## src/rtl/riscv_pkg.sv

```systemverilog
// Shared register-file constants and the write-back queue entry layout.
package riscv_pkg;

  localparam int XLEN   = 32;
  localparam int REG_AW = 5;

  typedef struct packed {
    logic [REG_AW-1:0] rd;
    logic [XLEN-1:0]   data;
  } wb_entry_t;

endpackage

```

## src/rtl/rf_wq_match.sv

```systemverilog
// Flags whether one decode-stage source register has a write still sitting in the queue.
module rf_wq_match
  import riscv_pkg::*;
#(
  parameter int DEPTH = 4,
  parameter int AW    = REG_AW
) (
  input  logic [AW-1:0]            addr,
  input  logic [DEPTH-1:0]         valid,
  input  logic [DEPTH-1:0][AW-1:0] rds,
  output logic                     busy
);

  // x0 is hardwired to zero, so it can never be a RAW hazard.
  always_comb begin
    busy = 1'b0;
    for (int i = 0; i < DEPTH; i++) begin
      if (valid[i] && (rds[i] == addr)) begin
        busy = 1'b1;
      end
    end
    if (addr == '0) begin
      busy = 1'b0;
    end
  end

endmodule

```

## src/rtl/rf_write_queue.sv

```systemverilog
// In-order write queue in front of the register file write port; drains one entry per cycle
// and reports per-source pending-write status for decode stalls.
module rf_write_queue
  import riscv_pkg::*;
#(
  parameter int DEPTH = 4,
  parameter int XLEN  = riscv_pkg::XLEN,
  parameter int AW    = riscv_pkg::REG_AW
) (
  input  logic            clk,
  input  logic            reset,
  input  logic            alu_valid,
  input  logic [AW-1:0]   alu_rd,
  input  logic [XLEN-1:0] alu_data,
  output logic            alu_ready,
  input  logic            lsu_valid,
  input  logic [AW-1:0]   lsu_rd,
  input  logic [XLEN-1:0] lsu_data,
  output logic            lsu_ready,
  output logic            we3,
  output logic [AW-1:0]   a3,
  output logic [XLEN-1:0] wd3,
  input  logic [AW-1:0]   a1,
  input  logic [AW-1:0]   a2,
  output logic            busy1,
  output logic            busy2,
  output logic            full,
  output logic            empty
);

  localparam int PW = $clog2(DEPTH);
  localparam int CW = $clog2(DEPTH) + 1;
  localparam logic [CW-1:0] DEPTH_C = CW'(DEPTH);

  wb_entry_t                entries [DEPTH];
  logic [DEPTH-1:0]         valid;
  logic [PW-1:0]            head;
  logic [PW-1:0]            tail;
  logic [CW-1:0]            count;
  logic [CW-1:0]            free;
  logic                     lsu_push;
  logic                     alu_push;
  logic                     pop;
  logic [1:0]               push_cnt;
  logic [PW-1:0]            alu_slot;
  logic [DEPTH-1:0][AW-1:0] rds;

  // Readiness looks only at the start-of-cycle count; a simultaneous pop frees nothing.
  assign free      = DEPTH_C - count;
  assign lsu_ready = (free >= CW'(1));
  assign alu_ready = (free >= CW'(2)) | ((free == CW'(1)) & ~lsu_valid);

  // Writes to x0 complete the handshake but never occupy a slot.
  assign lsu_push = lsu_valid & lsu_ready & (lsu_rd != '0);
  assign alu_push = alu_valid & alu_ready & (alu_rd != '0);
  assign push_cnt = {1'b0, lsu_push} + {1'b0, alu_push};
  assign alu_slot = tail + PW'(lsu_push);
  assign pop      = (count != '0);

  assign we3   = pop;
  assign a3    = entries[head].rd;
  assign wd3   = entries[head].data;
  assign full  = (count == DEPTH_C);
  assign empty = (count == '0);

  always_ff @(posedge clk or posedge reset) begin
    if (reset) begin
      head  <= '0;
      tail  <= '0;
      count <= '0;
      valid <= '0;
    end else begin
      if (pop) begin
        valid[head] <= 1'b0;
        head        <= head + PW'(1);
      end
      if (lsu_push) begin
        valid[tail] <= 1'b1;
      end
      if (alu_push) begin
        valid[alu_slot] <= 1'b1;
      end
      tail  <= tail + PW'(push_cnt);
      count <= count + CW'(push_cnt) - CW'(pop);
    end
  end

  // The load is older in program order, so it takes the tail slot when both are accepted.
  always_ff @(posedge clk) begin
    if (lsu_push) begin
      entries[tail].rd   <= lsu_rd;
      entries[tail].data <= lsu_data;
    end
    if (alu_push) begin
      entries[alu_slot].rd   <= alu_rd;
      entries[alu_slot].data <= alu_data;
    end
  end

  always_comb begin
    for (int i = 0; i < DEPTH; i++) begin
      rds[i] = entries[i].rd;
    end
  end

  rf_wq_match #(.DEPTH(DEPTH), .AW(AW)) u_match1 (
    .addr  (a1),
    .valid (valid),
    .rds   (rds),
    .busy  (busy1)
  );

  rf_wq_match #(.DEPTH(DEPTH), .AW(AW)) u_match2 (
    .addr  (a2),
    .valid (valid),
    .rds   (rds),
    .busy  (busy2)
  );

endmodule

```

## config.mk

```make
export PLATFORM = sky130hd
export DESIGN_NAME = rf_write_queue
export DESIGN_NICKNAME = d
export VERILOG_FILES = /design/src/rtl/riscv_pkg.sv /design/src/rtl/rf_wq_match.sv /design/src/rtl/rf_write_queue.sv
export SDC_FILE = /design/constraint.sdc
export NUM_CORES = 1
export LEC_CHECK = 0
export ABC_AREA = 1
export CORE_UTILIZATION = 55
export DETAILED_ROUTE_END_ITERATION = 7
export PLACE_DENSITY = 0.86
export SLEW_MARGIN = 20
export SYNTH_ARGS = -nofsm -noshare
export SYNTH_HDL_FRONTEND = slang
export SYNTH_SLANG_ARGS = --single-unit
```

## constraint.sdc

```tcl
create_clock -name clk -period 5 [get_ports clk]
set_clock_uncertainty 0.2 [all_clocks]
set_input_delay 1.5 -clock clk [delete_from_list [all_inputs] [get_ports clk]]
set_output_delay 1.5 -clock clk [all_outputs]
set_load 0.01 [all_outputs]
```

**Word level (Yosys, flattened, before mapping)**

Memory sizes are Yosys's and may differ from the RTL's.
Index checks and enable logic that the tools add are counted.
W data, S select, Z words.

- Flip-flop bits (word level): 11
- Memory bits (writable): 148
- Output and inout port bits: 44
- Memories: 1

Memory list:

| name | words | width | read ports | clocked after Yosys merged registers in | wr ports | line | RTL |
|---|---|---|---|---|---|---|---|
| entries | 4 | 37 | 5 | 0 | 2 | rf_write_queue.sv:35 | `wb_entry_t entries [DEPTH];` |

- Add/sub/neg operators: 7
- Magnitude comparators: 8
- Equal/unequal tests: 10
- Multiplexer cells: 23
- Bitwise operators: 11
- Reductions and logical operators: 17

Operators with widths:

| cell | count |
|---|---|
| $eq A5 B5 Y1 | 8 |
| $mux W1 | 17 |
| $mux W4 | 3 |
| $logic_and A1 B1 Y1 | 11 |
| $logic_not A5 Y1 | 2 |
| $reduce_bool A5 Y1 | 2 |
| $lt A2 B3 Y1 const B | 3 |
| $or A4 B4 Y4 | 2 |
| $demux W1 S2 | 3 |
| $ge A2 B1 Y1 const B | 3 |
| $and A1 B1 Y1 | 5 |
| $and A4 B4 Y4 | 1 |
| $not A4 Y4 | 1 |
| $add A3 B2 Y3 | 1 |
| $eq A3 B1 Y1 const B | 1 |
| $eq A3 B3 Y1 const B | 1 |
| $ge A3 B1 Y1 const B | 1 |
| $ge A3 B2 Y1 const B | 1 |
| $logic_not A3 Y1 | 1 |
| $reduce_bool A3 Y1 | 1 |
| $sub A3 B1 Y3 | 1 |
| $sub A3 B3 Y3 const A | 1 |
| $add A1 B1 Y2 | 1 |
| $add A2 B1 Y2 | 1 |
| 4 further kinds | 4 |

**Longest topological paths before layout**

- Word-level depth: 11
- Gate-level depth with buffers: 17

**Cells and area by module**

A second synthesis with hierarchy kept.

- Cell total of the unflattened synthesis: 1158
- Area, all modules: 9226.3 um2

Modules (own cells, without submodules):

| module | times used | cells an instance | area an instance (um2) |
|---|---|---|---|
| rf_write_queue | 1 | 958 | 8443.1 |
| rf_wq_match | 2 | 100 | 391.6 |

**Worst setup path before layout**

No wires, ideal clock.

- Kind: input to register
- Start point: input lsu_rd[2]
- End point: memory entries[3][0] (netlist name), enable pin
- Setup time: 0.483 ns
- Arrival time: 4.342 ns
- Data required time: 4.317 ns
- Slack: -0.025 ns
- Stages: 4
- Cells stage by stage: nor3_1 -> nand2_1 -> nand3_1 -> o21ai_0

RTL lines:

| element | line | RTL |
|---|---|---|
| from (decl) | rf_write_queue.sv:17 | `input logic [AW-1:0] lsu_rd,` |
| to (decl) | rf_write_queue.sv:35 |  |

**Worst setup path after layout**

- Start point: input a1[2]
- End point: output busy1

- Word-level cells in the longest chain between the ends: 7
- Elaborated cells on any way between the ends: 14
- Those cells by class: 4 x eq/ne; 5 x mux; 5 x reduce/logical

Ends and longest elaborated chain:

| element | line | RTL |
|---|---|---|
| from (decl) | rf_write_queue.sv:23 | `input logic [AW-1:0] a1,` |
| $eq A5 B5 Y1 | rf_wq_match.sv:18 | `if (valid[i] && (rds[i] == addr)) begin` |
| $logic_and A1 B1 Y1 | rf_wq_match.sv:18 |  |
| $mux W1 (4 in series) | rf_wq_match.sv:18 |  |
| $mux W1 (*) | rf_wq_match.sv:22 | `if (addr == '0) begin` |
| to (decl) | rf_write_queue.sv:25 | `output logic busy1,` |

Mark *: on every way between the ends. The rest lies on a longest branch, timed or not.

==> results.toml <==
[finish]
fill_cells = 1188
final_common_cell = "nand2_1"
finish.utilization = 0.6986
instances_no_fill = 1471
layout.nets = 1346
synthToLayoutAreaGrowth_pct = 22.87
drive_above_1_share = 0.05976
layout_common_cells = "424 x nand2_1, 161 x nand3_1, 148 x edfxtp_1"
antenna_cells = 0

[logic_synthesis]
yosys_warnings = 0
synth_ff_type = "edfxtp_1"
async_flop_share = 0.06918
syn_inst = 1130
ys_ff_latch = 159
synth_cell_types = 28
netlist_area_um2 = 9130
yosysSeqAreaShare = 0.5169
synth_nets = 1234
synth-edff-count = 148
syn_area_per_cell_um2 = 8.080

[global_routing]
antenna_found_initial = 0
grt_pass1_wl_um = 39360
grt_use_total = 0.3081
grt_overflow = 0
grt_max_degree = 81
grt_pass1_vias = 7976

[clock_network]
htree_levels = 4
root_buffer = "clkbuf_16"
postCtsHoldBufs = 0
cts_tree = "done"
clockBufferDepth = 2
clock_sinks = 159
cts_buffers = 17
clkTransAtPathRegs_ns = 0.06
worst_skew_pair.late_latency_ns = 0.43

[pwr]
p_per_area_nw_per_um2 = 731.7
p_clk_frac = 0.150
p_int_mw = 4.625
p_switching_mw = 3.584
ir_drop_mv = 0.6876
comb_power_share = 0.529
p_sw_frac = 0.4366
p_seq_frac = 0.321
leakage_nw = 4.990

[timing]
worst_pin_slew_ns = 0.7591
rsz0062_at_grt = "no"
hold_violations = 0
setup_viol = 0
tns_ns = 0
layout_worst_path_cycle_share = 0.9688
worst_slack_ns = 0.1562
drv_slew = 0
finalCriticalPeriod_ns = 4.844
fmax_ghz = 0.2064
slew_headroom = 0.4939

[drt]
dr.pass1.iters = 6
vias = 8358
vias_per_cell = 5.682
drtAntennaViolNets = 0
routedWlPerCell_um = 17.18
drc = 0
wl_um = 25280
drtIter0Drc = 1052

[critical_path]
arrival_ns = 3.14
cp-end-kind = "output port"
timing.setup.critical_path_class = "input pin to output port"
crit_fanout = 4
critPathRequiredTime_ns = 3.30
crit_path_start_kind = "input pin"

[placement]
gp_congestion = 0.9096
io_buffers = 131
place_ws_ns = 0.02711
dpl.cell_count = 1439
dp.final_hpwl_um = 15680

[die]
fp.dieH_um = 130.8
rows = 46
die_area_um2 = 17120
dieWidth_um = 130.8
design.core.area_um2 = 16060
start_util = 0.5686
io_pins = 132

[hold_path]
hold_class = "flop to flop"

[run_status]
status = "completed"

[run]
drv_cap = 0
[through the flow]
step / hold slack [ns] / total power, mW / instance area, um2
after global placement: 0.3236 / 6.832 / 10640
after floorplan: 0.2860 / 5.245 / 9130
after global routing: 0.3691 / 8.698 / 11220
after detailed placement: 0.3288 / 6.934 / 10640
final: 0.3391 / 8.209 / 11220
after CTS: 0.3424 / 8.161 / 11190
[cell families after synthesis]
kind of cell,share of synthesized area
AND/OR/NAND/NOR,0.3197
flip-flops,0.5169
AO/OA/AOI/OAI,0.07359
buffers and inverters,0.06044
adder cells (fa/ha/maj),0.02275
XOR/XNOR,0.006578
[per-layer routing]
layer  GRT usage  wire [um]  up-vias
li1            -          -     3999
met1      0.3746       9503     3780
met2      0.5331      12670      512
met3     0.05090       2401       67
met4      0.1515        702        0
met5           0          0        -
[path summary, 6_finish.rpt]
kind | from | endpoint | slack (ns) | cells past startpoint
max | a1[2] | busy1 | 0.16 | 10
min | count[0]$_DFF_PP0_ | count[0]$_DFF_PP0_ | 0.34 | 1
max reg2reg | count[0]$_DFF_PP0_ | entries[3][8]$_DFFE_PP_ | 1.48 | 14
min reg2reg | count[0]$_DFF_PP0_ | count[0]$_DFF_PP0_ | 0.34 | 1
max in group asynchronous | reset | head[0]$_DFFE_PP0N_ | 3.03 | 2
min in group asynchronous | reset | valid[2]$_DFF_PP0_ | 1.20 | 2
[critical path: stages]
cell	delay (ns)
clkdlybuf4s50_1	0.43
buf_4	0.16
nand2_1	0.07
nand2_1	0.05
nor2_1	0.11
nand3_1	0.07
nand2_1	0.07
nor2_1	0.04
nor2_1	0.09
clkdlybuf4s50_1	0.55
[power by group through the flow]
| stage | logic, mW | clock network, mW | registers (mW) |
|---|---|---|---|
| 2_1_floorplan | 2.65 | 0 | 2.60 |
| 5_1_grt | 4.74 | 1.28 | 2.68 |
| 3_5_place_dp | 4.28 | 0 | 2.65 |
| 6_report | 4.34 | 1.23 | 2.64 |
| 3_3_place_gp | 4.19 | 0 | 2.64 |
| 4_1_cts | 4.30 | 1.23 | 2.63 |
[registers in the layout, indices dropped and copies added, names as in the netlist]
signal   count
valid        4
count        3
tail         2
head         2
entries    148
[cell usage after synthesis (3+ instances only)]
master,instances,area (um2)
nand2_1,429,1610
nand3_1,161,805.8
edfxtp_1,148,4444
nor2_1,107,401.6
o21ai_0,74,370.4
inv_1,48,180.2
o22ai_1,32,200.2
clkbuf_1,29,108.9
buf_2,22,110.1
a21oi_1,15,75.07
ha_1,15,187.7
dfrtp_1,11,275.3
buf_6,8,90.09
buf_4,6,45.04
xnor2_1,5,43.79
nor3_1,3,15.01
[layout make-up]
type / instances / area [um2] / share of cell area
Inverter: 50 / 190.2 / 0.01695
Sequential cell: 159 / 4721 / 0.4208
Clock buffer: 19 / 432.9 / 0.03859
Clock inverter: 13 / 120.1 / 0.01071
Tap cell: 216 / 270.3 / 0.02409
Multi-Input combinational cell: 854 / 3897 / 0.3474
Timing Repair Buffer: 160 / 1587 / 0.1414
[timing repair]
item                                    in CTS  in global routing
setup buffers                                0                  0
endpoints found under the setup margin       0                  2
gates resized for setup                      0                 10
(Power assumes the default switching activity.)
